File: src/rtl/pram_access_arbiter_pkg.sv
// tau_mem_pkg: shared types for the program-RAM access path.
// Contents: owner_t read-response owner tag, RW_READ/RW_WRITE encodings and
// the starve counter width helper used by arb_starve_counter.
package tau_mem_pkg;

  typedef enum logic [1:0] {
    OWN_NONE  = 2'd0,
    OWN_FETCH = 2'd1,
    OWN_LS    = 2'd2
  } owner_t;

  localparam logic RW_READ  = 1'b0;
  localparam logic RW_WRITE = 1'b1;

  // The counter is at least 3 bits and is always wide enough to hold the limit.
  function automatic int unsigned starve_cnt_width(input int unsigned limit);
    int unsigned w;
    w = $clog2(limit + 1);
    return (w < 3) ? 3 : w;
  endfunction

endpackage

File: src/rtl/pram_access_arbiter_starve.sv
// arb_starve_counter: counts consecutive cycles in which fetch is requesting but not granted.
// Ports: clock/reset (sync, active-high), fetch_req_i, fetch_grant_i in; force_fetch_o out
//        (high once the count reaches STARVE_LIMIT, so fetch wins the next contested cycle).
module arb_starve_counter
  import tau_mem_pkg::*;
#(
  parameter int unsigned STARVE_LIMIT = 4
) (
  input  logic clock,
  input  logic reset,
  input  logic fetch_req_i,
  input  logic fetch_grant_i,
  output logic force_fetch_o
);

  localparam int unsigned CW = starve_cnt_width(STARVE_LIMIT);
  localparam logic [CW-1:0] LIMIT = CW'(STARVE_LIMIT);

  logic [CW-1:0] cnt_q;
  logic [CW-1:0] cnt_d;

  always_comb begin
    cnt_d = cnt_q;
    if (!fetch_req_i || fetch_grant_i) begin
      cnt_d = '0;
    end else if (cnt_q != LIMIT) begin
      cnt_d = cnt_q + 1'b1;
    end
  end

  always_ff @(posedge clock) begin
    if (reset) begin
      cnt_q <= '0;
    end else begin
      cnt_q <= cnt_d;
    end
  end

  // Counter is registered, so forcing fetch never feeds back combinationally
  // into the grant that drives this counter.
  assign force_fetch_o = (cnt_q == LIMIT);

endmodule

File: src/rtl/pram_access_arbiter.sv
// pram_access_arbiter: shares the single-port sync program RAM between instruction fetch and
// load/store. One grant per cycle (ls > fetch), read data returned 1 cycle later with a valid strobe.
// Ports: clock, reset (sync, high); fetch_req/addr in, fetch_grant/rdata/rvalid out;
//        ls_req/rw/addr/wdata in, ls_grant/rdata/rvalid out; ram_enable/rw/address/data_in out,
//        ram_data_out in. Optional macro PRAM_ARB_STARVE_GUARD_EN adds the fetch anti-starvation guard.
module pram_access_arbiter
  import tau_mem_pkg::*;
#(
  parameter int unsigned ADDRESS_WIDTH = 16,
  parameter int unsigned DATA_WIDTH    = 16,
  parameter int unsigned STARVE_LIMIT  = 4
) (
  input  logic                     clock,
  input  logic                     reset,
  input  logic                     fetch_req,
  input  logic [ADDRESS_WIDTH-1:0] fetch_addr,
  output logic                     fetch_grant,
  output logic [DATA_WIDTH-1:0]    fetch_rdata,
  output logic                     fetch_rvalid,
  input  logic                     ls_req,
  input  logic                     ls_rw,
  input  logic [ADDRESS_WIDTH-1:0] ls_addr,
  input  logic [DATA_WIDTH-1:0]    ls_wdata,
  output logic                     ls_grant,
  output logic [DATA_WIDTH-1:0]    ls_rdata,
  output logic                     ls_rvalid,
  output logic                     ram_enable,
  output logic                     ram_rw,
  output logic [ADDRESS_WIDTH-1:0] ram_address,
  output logic [DATA_WIDTH-1:0]    ram_data_in,
  input  logic [DATA_WIDTH-1:0]    ram_data_out
);

  owner_t owner_q;
  owner_t owner_d;
  logic   force_fetch;

`ifdef PRAM_ARB_STARVE_GUARD_EN
  arb_starve_counter #(
    .STARVE_LIMIT (STARVE_LIMIT)
  ) u_starve (
    .clock         (clock),
    .reset         (reset),
    .fetch_req_i   (fetch_req),
    .fetch_grant_i (fetch_grant),
    .force_fetch_o (force_fetch)
  );
`else
  assign force_fetch = 1'b0;
`endif

  // Arbitration. Everything is gated by reset so nothing reaches the RAM
  // while reset is held, even with requests pending.
  always_comb begin
    fetch_grant = 1'b0;
    ls_grant    = 1'b0;
    ram_enable  = 1'b0;
    ram_rw      = RW_READ;
    ram_address = '0;
    ram_data_in = '0;
    owner_d     = OWN_NONE;
    if (!reset) begin
      if (ls_req && !(force_fetch && fetch_req)) begin
        ls_grant    = 1'b1;
        ram_enable  = 1'b1;
        ram_rw      = ls_rw;
        ram_address = ls_addr;
        ram_data_in = ls_wdata;
        // Writes complete on grant; only reads get a response slot.
        owner_d     = (ls_rw == RW_READ) ? OWN_LS : OWN_NONE;
      end else if (fetch_req) begin
        fetch_grant = 1'b1;
        ram_enable  = 1'b1;
        ram_rw      = RW_READ;
        ram_address = fetch_addr;
        owner_d     = OWN_FETCH;
      end
    end
  end

  always_ff @(posedge clock) begin
    if (reset) begin
      owner_q <= OWN_NONE;
    end else begin
      owner_q <= owner_d;
    end
  end

  // A response due in a reset cycle belongs to an access issued before
  // reset, so it is suppressed rather than delivered.
  assign fetch_rvalid = !reset && (owner_q == OWN_FETCH);
  assign ls_rvalid    = !reset && (owner_q == OWN_LS);
  assign fetch_rdata  = ram_data_out;
  assign ls_rdata     = ram_data_out;

endmodule

File: config.mk
export PLATFORM = sky130hd
export DESIGN_NAME = pram_access_arbiter
export DESIGN_NICKNAME = d
export VERILOG_FILES = /design/src/rtl/pram_access_arbiter_pkg.sv /design/src/rtl/pram_access_arbiter_starve.sv /design/src/rtl/pram_access_arbiter.sv
export SDC_FILE = /design/constraint.sdc
export NUM_CORES = 1
export LEC_CHECK = 0
export CORE_ASPECT_RATIO = 0.8
export CORE_MARGIN = 4
export CORE_UTILIZATION = 19
export CTS_CLUSTER_DIAMETER = 60
export DETAILED_ROUTE_END_ITERATION = 12
export PLACE_DENSITY = 0.79
export SYNTH_ARGS = -nofsm -noshare
export SYNTH_HDL_FRONTEND = slang
export SYNTH_SLANG_ARGS = --single-unit
File: constraint.sdc
create_clock -name clock -period 1.4 [get_ports clock]
set_clock_uncertainty 0.05 [all_clocks]
set_input_delay 0.28 -clock clock [delete_from_list [all_inputs] [get_ports clock]]
set_output_delay 0.28 -clock clock [all_outputs]
set_load 0.05 [all_outputs]
==> run summary <==
FILL cells: 284
Cell Area, Synth: 689 um^2
Synth area leader: buf_4
RePlAce Congestion: 0.789
Final setup viols: 28
Post-synth top area share: 34.8%
Worst setup path startpoint: fetch_addr[4]
CP required: 1070 ps
Leak: 0.932 nW
Worst-path clk slew: 30 ps
RSZ-0062 raised after global routing: yes
Worst Max-Slew Pin Slew: 298 ps
TritonCTS buffer count: 3
# diodes: 0
Pin count of the biggest net entering global routing: 18
CTS sink cnt: 2
Post-synthesis adder-cell area fraction: 0%
Initial core utilization: 19.9%
Hold endpoint: owner_q[0]
Relative slew slack: 80.1%
Critical path arrival: 1110 ps
Vias in the first global route: 884
Clock buffer depth: 2
HP Class: input port to register
Port Buffers: 90
Hold Crit Depth: 3
Nets@finish: 229
Drt wl/cell: 16.0 um
Max Slew Vio Count: 0
Register bit total from synthesis: 2
Final Cycle Share: 103%
Synth Area in Compound Gates: 22.5%
Post-synthesis sequential area ratio: 5.81%
Pwr dens: 512 nW/um^2
Row cnt: 19
Grt total ovfl: 0
Final hold vios: 0
Number of flip-flops in the largest register: 2
Final wirelength: 3190 um
Detailed Route Iter0 Violations: 18
Largest family of logic cells by synthesized area: buffers and inverters
Drt drc: 0
Crit-path max FO: 1
Worst Setup End Kind: output pin
Post-Syn Instances: 86
Die Footprint: 4660 um^2
Synth Area in Simple Gates: 25.2%
Failing checks: negative setup slack
Ports: 139
Vias: 893
Hold_ws: 464 ps
Min-delay src: reset
H-tree lvl count: 1
Max VDD drop: 323 uV
Biggest regs: owner_q (2)
Max-cap violation count: 0
Final WS setup: -38.7 ps
XOR/XNOR Fraction of Synth Area: 0%
Net count after synthesis: 155
DIE HEIGHT: 61.9 um
Largest Register: owner_q
Die width: 75.3 um
First-pass GRT wire length: 4190 um
CTS root buf: clkbuf_8
Post-DRT Antenna Nets: 0
Layout cells sized above 1: 63.3%
DPL Wire Length: 2350 um
Fmax: 0.695 GHz
Drt first pass iters: 4
Area delta synth->final: 188%
Crit path time final: 1440 ps
Hold Buf Count CTS: 0
Cells after DPL: 189
Via/cell ratio: 4.47
Post-synthesis mux area share: 0%
Yosys cell types: 15
Status: finished with violations
Initial antenna violation count: 0
Cell Count, Final, Fillers Out: 200
Core area: 3470 um^2
CP Class: input port to output pin
Overall Global Routing Usage: 12.1%
Critical Path Source Type: input port
Syn. warnings: 0
TritonCTS clock tree: built
Avg Cell Area, Syn: 8.02 um^2
Area contributors post-synth: buf_4 35%, a32o_1 22%, and2_1 17%
Pre-CTS setup slack: -473 ps
[Yosys cell counts]
cell type   n
a21oi_1     1
a32o_1     15
and2_1     19
buf_2       1
buf_4      32
buf_6       5
buf_8       1
dfxtp_1     2
inv_2       1
nand2_1     1
nand3b_1    1
nor2_1      2
nor2b_1     2
nor2b_2     1
nor3b_1     2
[cells by family (layout without fill, tap and decap cells)]
| family | Yosys count | after routing |
|---|---|---|
| flip-flops | 2 | 2 |
| buffers and inverters | 40 | 112 |
| AO/OA/AOI/OAI | 16 | 16 |
| AND/OR/NAND/NOR | 28 | 28 |
[cell type report]
class	instances	area, um^2	area share (%)
repair buffers	108	1440	72.3
multi-input cells	44	413	20.8
well taps	42	52.6	2.64
clock buffers	3	41.3	2.08
flip-flops and latches	2	40.0	2.02
inverters	1	3.75	0.189
[worst max-delay path by stage]
| stage | end | depth (start not counted) |
|---|---|---|
| global placement | ram_address[2] | 5 |
| finish | ram_address[4] | 3 |
| floorplan | fetch_rvalid | 1 |
| CTS | ram_address[4] | 5 |
| global route | ram_address[4] | 5 |
| detailed placement | ram_data_in[1] | 5 |
[timing repair]
action / 4_1_cts / 5_1_grt
gates cloned: 6 / 0
endpoints found under the setup margin: 38 / 34
pin swaps: 34 / 2
setup buffers: 2 / 0
gates resized for setup: 78 / 1
[critical path: stages]
cell	delay [ps]
clkdlybuf4s50_1	390
a32o_2	280
buf_12	150
[power breakdown]
part / internal [mW] / total (mW) / leakage [nW] / switching (mW)
Combinational: 0.404 / 0.731 / 0.894 / 0.326
Clock: 0.182 / 0.225 / 0.0216 / 0.0436
Sequential: 0.0599 / 0.0609 / 0.0164 / 0.00109
[cell usage in the layout, fill, tap and decap left out, drive strengths merged]
cell type / instances
and2: 19
nor3b: 2
a21oi: 1
clkbuf: 3
a32o: 15
clkdlybuf4s50: 29
nand2: 1
buf: 59
nor2b: 3
nor2: 2
dlygate4sd2: 20
nand3b: 1
dfxtp: 2
inv: 1
[through the flow]
stage	utilization, %	power (mW)	area (um^2)	setup TNS [ps]
detailed placement	52.2	0.755	1810	-15890
global route	57.2	1.05	1990	-2330
finish	57.2	1.02	1990	-403
floorplan	-	0.597	719	-774
global placement	52.2	0.749	1810	-15050
CTS	57.1	1.03	1980	-677
[routing by layer]
| metal | GRT usage, % | part of all wire (%) |
|---|---|---|
| met1 | 13.3 | 37 |
| met2 | 22.4 | 47 |
| met3 | 4.50 | 15 |
| met4 | 2.49 | 0.60 |
| met5 | 0 | 0 |
Power figures use the tool's default switching activity.
